===== config.mk =====
export PLATFORM = sky130hd
export DESIGN_NAME = i2c_fptarget
export DESIGN_NICKNAME = d
export VERILOG_FILES = /design/src/rtl/fpi2c_pkg.sv /design/src/rtl/i2c_busfilt.sv /design/src/rtl/i2c_fptarget.sv
export SDC_FILE = /design/constraint.sdc
export NUM_CORES = 1
export LEC_CHECK = 0
export CORE_MARGIN = 2
export CORE_UTILIZATION = 55
export CTS_CLUSTER_DIAMETER = 60
export DETAILED_ROUTE_END_ITERATION = 6
export DONT_BUFFER_PORTS = 1
export PLACE_DENSITY = 0.7
export SLEW_MARGIN = 20
export SYNTH_ARGS = -nofsm -noshare
export SYNTH_HDL_FRONTEND = slang
export SYNTH_SLANG_ARGS = --single-unit

===== constraint.sdc =====
create_clock -name CLOCK -period 4.46 [get_ports CLOCK]
set_input_delay 0.669 -clock CLOCK [delete_from_list [all_inputs] [get_ports CLOCK]]
set_output_delay 0.669 -clock CLOCK [all_outputs]
set_load 0.05 [all_outputs]

===== src/rtl/fpi2c_pkg.sv =====
// Shared types and constants for the front-panel I2C target.
package fpi2c_pkg;

    typedef enum logic [3:0] {
        IDLE,
        ADDR,
        ADDRACK,
        WRPTR,
        WRDATA,
        WRACK,
        RDDATA,
        RDACK,
        IGNORE
    } state_t;

    localparam logic [6:0] FP_DEVADDR = 7'h20;

endpackage


===== src/rtl/i2c_busfilt.sv =====
// Synchronizes and debounces the SCL/SDA pair, then derives SCL edge and
// START/STOP pulses from the filtered levels.
module i2c_busfilt #(
    parameter int FILT = 4
) (
    input  logic CLOCK,
    input  logic RESET,
    input  logic sclin,
    input  logic sdain,
    output logic sda,
    output logic scl_rise,
    output logic scl_fall,
    output logic start,
    output logic stop
);
    localparam int            CW   = $clog2(FILT + 1);
    localparam logic [CW-1:0] CMAX = CW'(FILT - 1);

    // bit 0 carries SCL, bit 1 carries SDA
    logic [1:0]    raw_p0, raw_p1;
    logic [1:0]    lvl, lvl_d;
    logic [CW-1:0] cnt [2];

    always_ff @(posedge CLOCK) begin
        if (RESET) begin
            raw_p0 <= 2'b11;
            raw_p1 <= 2'b11;
            lvl    <= 2'b11;
            lvl_d  <= 2'b11;
            cnt[0] <= '0;
            cnt[1] <= '0;
        end else begin
            raw_p0 <= {sdain, sclin};
            raw_p1 <= raw_p0;
            lvl_d  <= lvl;
            // A new level is accepted only after FILT consecutive differing samples.
            for (int i = 0; i < 2; i++) begin
                if (raw_p1[i] == lvl[i]) begin
                    cnt[i] <= '0;
                end else if (cnt[i] == CMAX) begin
                    lvl[i] <= raw_p1[i];
                    cnt[i] <= '0;
                end else begin
                    cnt[i] <= cnt[i] + 1'b1;
                end
            end
        end
    end

    assign sda      = lvl[1];
    assign scl_rise = lvl[0] & ~lvl_d[0];
    assign scl_fall = ~lvl[0] & lvl_d[0];
    assign start    = lvl[0] & lvl_d[0] & lvl_d[1] & ~lvl[1];
    assign stop     = lvl[0] & lvl_d[0] & ~lvl_d[1] & lvl[1];

endmodule


===== src/rtl/i2c_fptarget.sv =====
// MCP23017-style byte-register I2C target for the front-panel bus, with a
// host-side port into the same register file.
module i2c_fptarget
    import fpi2c_pkg::*;
#(
    parameter logic [6:0] DEVADDR  = FP_DEVADDR,
    parameter int         NREGLOG2 = 5,
    parameter int         FILT     = 4
) (
    input  logic                CLOCK,
    input  logic                RESET,
    input  logic                sclin,
    input  logic                sdain,
    output logic                sdaout,
    input  logic                hostwrite,
    input  logic [NREGLOG2-1:0] hostwaddr,
    input  logic [7:0]          hostwdata,
    input  logic [NREGLOG2-1:0] hostraddr,
    output logic [7:0]          hostrdata,
    output logic                wrstrobe,
    output logic [NREGLOG2-1:0] wraddr,
    output logic [7:0]          wrdata,
    output logic                busy
);
    localparam int NREG = 1 << NREGLOG2;

    logic                sda, scl_rise, scl_fall, start, stop;
    state_t              state;
    logic [3:0]          bitcnt;
    logic                phase, rw;
    logic [7:0]          shreg;
    logic [NREGLOG2-1:0] ptr;
    logic [7:0]          regs [NREG];
    logic [7:0]          inbyte, rdbyte;
    logic                commit;

    i2c_busfilt #(.FILT(FILT)) u_busfilt (
        .CLOCK    (CLOCK),
        .RESET    (RESET),
        .sclin    (sclin),
        .sdain    (sdain),
        .sda      (sda),
        .scl_rise (scl_rise),
        .scl_fall (scl_fall),
        .start    (start),
        .stop     (stop)
    );

    assign inbyte    = {shreg[6:0], sda};
    assign rdbyte    = regs[ptr];
    assign hostrdata = regs[hostraddr];
    assign commit    = (state == WRDATA) && scl_rise && (bitcnt == 4'd7);

    // Host write is applied last so it wins a same-cycle collision.
    always_ff @(posedge CLOCK) begin
        if (RESET) begin
            for (int i = 0; i < NREG; i++) regs[i] <= '0;
        end else begin
            if (commit)    regs[ptr]       <= inbyte;
            if (hostwrite) regs[hostwaddr] <= hostwdata;
        end
    end

    always_ff @(posedge CLOCK) begin
        wrstrobe <= 1'b0;
        if (RESET) begin
            state  <= IDLE;
            sdaout <= 1'b1;
            busy   <= 1'b0;
            wraddr <= '0;
            wrdata <= '0;
            ptr    <= '0;
            bitcnt <= '0;
            phase  <= 1'b0;
            rw     <= 1'b0;
            shreg  <= '0;
        end else if (start) begin
            state  <= ADDR;
            bitcnt <= '0;
            phase  <= 1'b0;
            sdaout <= 1'b1;
            busy   <= 1'b1;
        end else if (stop) begin
            state  <= IDLE;
            phase  <= 1'b0;
            sdaout <= 1'b1;
            busy   <= 1'b0;
        end else begin
            case (state)
                ADDR, WRPTR, WRDATA: begin
                    if (scl_rise) begin
                        shreg  <= inbyte;
                        bitcnt <= bitcnt + 4'd1;
                        if (bitcnt == 4'd7) begin
                            bitcnt <= '0;
                            if (state == ADDR) begin
                                if (inbyte[7:1] == DEVADDR) begin
                                    rw    <= inbyte[0];
                                    state <= ADDRACK;
                                end else begin
                                    state <= IGNORE;
                                end
                            end else if (state == WRPTR) begin
                                ptr   <= inbyte[NREGLOG2-1:0];
                                state <= WRACK;
                            end else begin
                                wrstrobe <= 1'b1;
                                wraddr   <= ptr;
                                wrdata   <= inbyte;
                                ptr      <= ptr + 1'b1;
                                state    <= WRACK;
                            end
                        end
                    end
                end
                ADDRACK, WRACK: begin
                    // First fall pulls SDA low, second fall ends the ACK.
                    if (scl_fall) begin
                        phase  <= ~phase;
                        bitcnt <= '0;
                        if (!phase) begin
                            sdaout <= 1'b0;
                        end else if (state == ADDRACK && rw) begin
                            shreg  <= {rdbyte[6:0], 1'b0};
                            sdaout <= rdbyte[7];
                            bitcnt <= 4'd1;
                            state  <= RDDATA;
                        end else begin
                            sdaout <= 1'b1;
                            state  <= (state == ADDRACK) ? WRPTR : WRDATA;
                        end
                    end
                end
                RDDATA: begin
                    if (scl_fall) begin
                        if (bitcnt == 4'd8) begin
                            sdaout <= 1'b1;
                            ptr    <= ptr + 1'b1;
                            phase  <= 1'b0;
                            state  <= RDACK;
                        end else begin
                            sdaout <= shreg[7];
                            shreg  <= {shreg[6:0], 1'b0};
                            bitcnt <= bitcnt + 4'd1;
                        end
                    end
                end
                RDACK: begin
                    if (scl_rise) begin
                        if (sda) state <= IGNORE;
                        else     phase <= 1'b1;
                    end else if (scl_fall && phase) begin
                        shreg  <= {rdbyte[6:0], 1'b0};
                        sdaout <= rdbyte[7];
                        bitcnt <= 4'd1;
                        phase  <= 1'b0;
                        state  <= RDDATA;
                    end
                end
                default: sdaout <= 1'b1;
            endcase
        end
    end

endmodule


==> out/qor.csv <==
stage,metric,value,unit
synthesis,ys_ff_latch,314,
synthesis,synth.avg_cell_area,13.5,um2
placed_design,gp_congestion,0.932,
finish,final_common_cell,edfxtp_1,
sta,slew_headroom,22.3,%
floorplanning,die_h,186,um
critical_path,reg2reg_slack,0.84,ns
critical_path,crit_required,4.60,ns
clocking,h-tree-depth,2,
clocking,ctsHoldBuffers,0,
floorplanning,die_w,186,um
routing,via_per_inst,7.64,
power,clkPwrFrac,41.1,%
grt,grt_max_degree,72,
sta,fin_skew,0.0247,ns
grt,grt_pass1_vias,12457,
placed_design,portBuffers,0,
sta,setup_viol,0,
power,ir_drop,0.294,mV
job,drv_cap,0,
routing,post_drt_wl_per_cell,32.8,um
floorplanning,die_area,0.0346,mm2
sta,fmax,276,MHz
power,leakage,6.32,nW
critical_path,critPathKind,reg -> reg,
sta,slew_viol_final,0,
grt,antenna_found_initial,2,
floorplanning,ios,47,
sta,period_minus_slack,3.62,ns
synthesis,ys.flop_type,edfxtp_1,
finish,n_fill_cell,2472,
finish,area.growth.synth_to_final,8.03,%
power,comb_power_share,7.2,%
routing,met2_length,26200,um
routing,top_layer,met5,
routing,ant_nets,0,
critical_path,critPathMaxFanout,22,
power,seq_power_share,51.8,%
synthesis,synth-warning-count,0,
critical_path,cp-start-kind,flip-flop,
routing,drt_pre_antenna_iters,6,
finish,instances_no_fill,1765,
clocking,cts_setup_buffers,0,
clocking,ctsResizeCount,0,
clocking,clk_latency,0.54,ns
critical_path,worst_ep_arrival_time,3.75,ns
synthesis,syn_inst,1345,
synthesis,synth_edf_count,262,
routing,wl,57900,um
power,power_density,336,mW/mm2
placed_design,dp_hpwl,36500,um
sta,worst_pin_slew,1.16,ns
power,netSwitchingFraction,23.5,%
status,status,completed,
synthesis,synth_cell_types,66,
routing,vias,13493,
routing,wl_met1,19900,um
sta,fin_crit_sh,81.1,%
grt,grt_pass1_wl,83600,um
sta,rsz0062_at_grt,false,
sta,fin_tns_setup,0,ns
critical_path,worst_setup_path_end_kind,flip-flop,
grt,grt_usage,34.0,%
routing,met3_length,8540,um
power,p_int,5.06,mW
power,power.total,6.62,mW
floorplanning,rows,66,
placed_design,dp.cells,1702,
synthesis,async_flop_share,0,%
floorplanning,core_area,0.0325,mm2
power,p_sw,1.56,mW
routing,drc,0,
clocking,numCtsBuffers,35,
finish,layout_common_cells,"262 x edfxtp_1, 258 x a22o_1, 145 x mux4_2",
floorplanning,start_util,56.0,%
synthesis,ys_seq_area_share,48.9,%
clocking,cts-root-buf,clkbuf_16,
clocking,clk_pin_slew,0.06,ns
finish,drive_above_1_share,23.4,%
clocking,clkSinkCount,314,
grt,overflow,0,
synthesis,synthesis.area,0.0182,mm2
min_path,hold_path.class,in -> reg,
finish,final_nets,1330,
clocking,cts_tree,done,
clocking,clockBufferDepth,3,
sta,hold_viol,0,
routing,drt_iter0_drc,1997,
sta,whs,0.198,ns
==> state kept, by name (all words and copies together) (netlist names), 4 cells and up, named ones only <==
name	cells
wraddr	5
regs	256
u_busfilt.cnt	6
wrdata	8
bitcnt	4
shreg	8
state	4
ptr	5
==> critical path, cell delays in order (launching register included) <==
cell	delay [ns]
dfxtp_1	0.77
or4b_4	0.56
nor4_4	0.50
nand2_4	0.42
o21ai_0	0.96
==> per-stage QoR <==
| stage | instance area, um2 | setup slack [ns] | util [%] |
|---|---|---|---|
| 4_1_cts | 19700 | 0.827 | 60.4 |
| 3_5_place_dp | 18600 | 0.846 | 57.1 |
| 2_1_floorplan | 18200 | 0.798 | - |
| 6_report | 19700 | 0.843 | 60.5 |
| 5_1_grt | 19700 | 0.657 | 60.5 |
| 3_3_place_gp | 18600 | 0.985 | 57.1 |
==> per-layer routing <==
layer,GRT usage [%],up-vias
met3,9.92,246
li1,-,5471
met5,0,-
met4,16.3,2
met1,45.2,6557
met2,51.6,1217
==> power groups by stage <==
| stage | Sequential, mW | Clock, mW | Combinational (mW) |
|---|---|---|---|
| final | 3.42 | 2.72 | 0.473 |
| after global placement | 3.47 | 0 | 0.451 |
| after CTS | 3.42 | 2.73 | 0.459 |
| after detailed placement | 3.48 | 0 | 0.457 |
| after global routing | 3.43 | 2.84 | 0.487 |
| after floorplan | 3.41 | 0 | 0.421 |
==> path summary, 6_finish.rpt <==
check                                          from             endpoint  cells past startpoint
worst min register to register  u_busfilt.raw_p0[0]  u_busfilt.raw_p1[0]                      1
worst max-delay path                       state[2]           regs[8][1]                      4
worst max register to register             state[2]           regs[8][1]                      4
worst min-delay path                          RESET            wrdata[0]                      1
==> cell type report <==
type | count | area (um2) | share of cell area [%]
clock buffers | 40 | 895 | 4.55
repair buffers | 43 | 323 | 1.64
clock inverters | 22 | 179 | 0.910
flip-flops and latches | 314 | 8920 | 45.3
well taps | 442 | 553 | 2.81
multi-input cells | 884 | 8730 | 44.4
inverters | 19 | 71.3 | 0.363
diodes | 1 | 2.50 | 0.0127
==> kinds of logic after synthesis <==
group,share of synthesized area (%)
other,0.0206
adder cells (fa/ha/maj),0.687
flip-flops,48.9
multiplexers,19.4
XOR/XNOR,0.144
AND/OR/NAND/NOR,9.98
AO/OA/AOI/OAI,17.5
buffers and inverters,3.37
==> synth_stat cells, types with 9 or more instances <==
master,count,area [um2]
a21oi_1,30,150
a22o_1,258,2260
buf_1,18,67.6
buf_2,10,50.1
clkbuf_1,101,379
dfxtp_1,52,1040
edfxtp_1,262,7870
ha_1,10,125
inv_1,17,63.8
mux2_2,9,101
mux2i_1,16,160
mux4_2,145,3270
nand2_1,41,154
nand3_1,15,75.1
nand3b_1,14,105
nor2_1,110,413
nor3_4,32,521
nor4_1,9,56.3
o21ai_0,50,250
o22ai_1,27,169
Note: power is estimated with default switching activity, not from simulation.
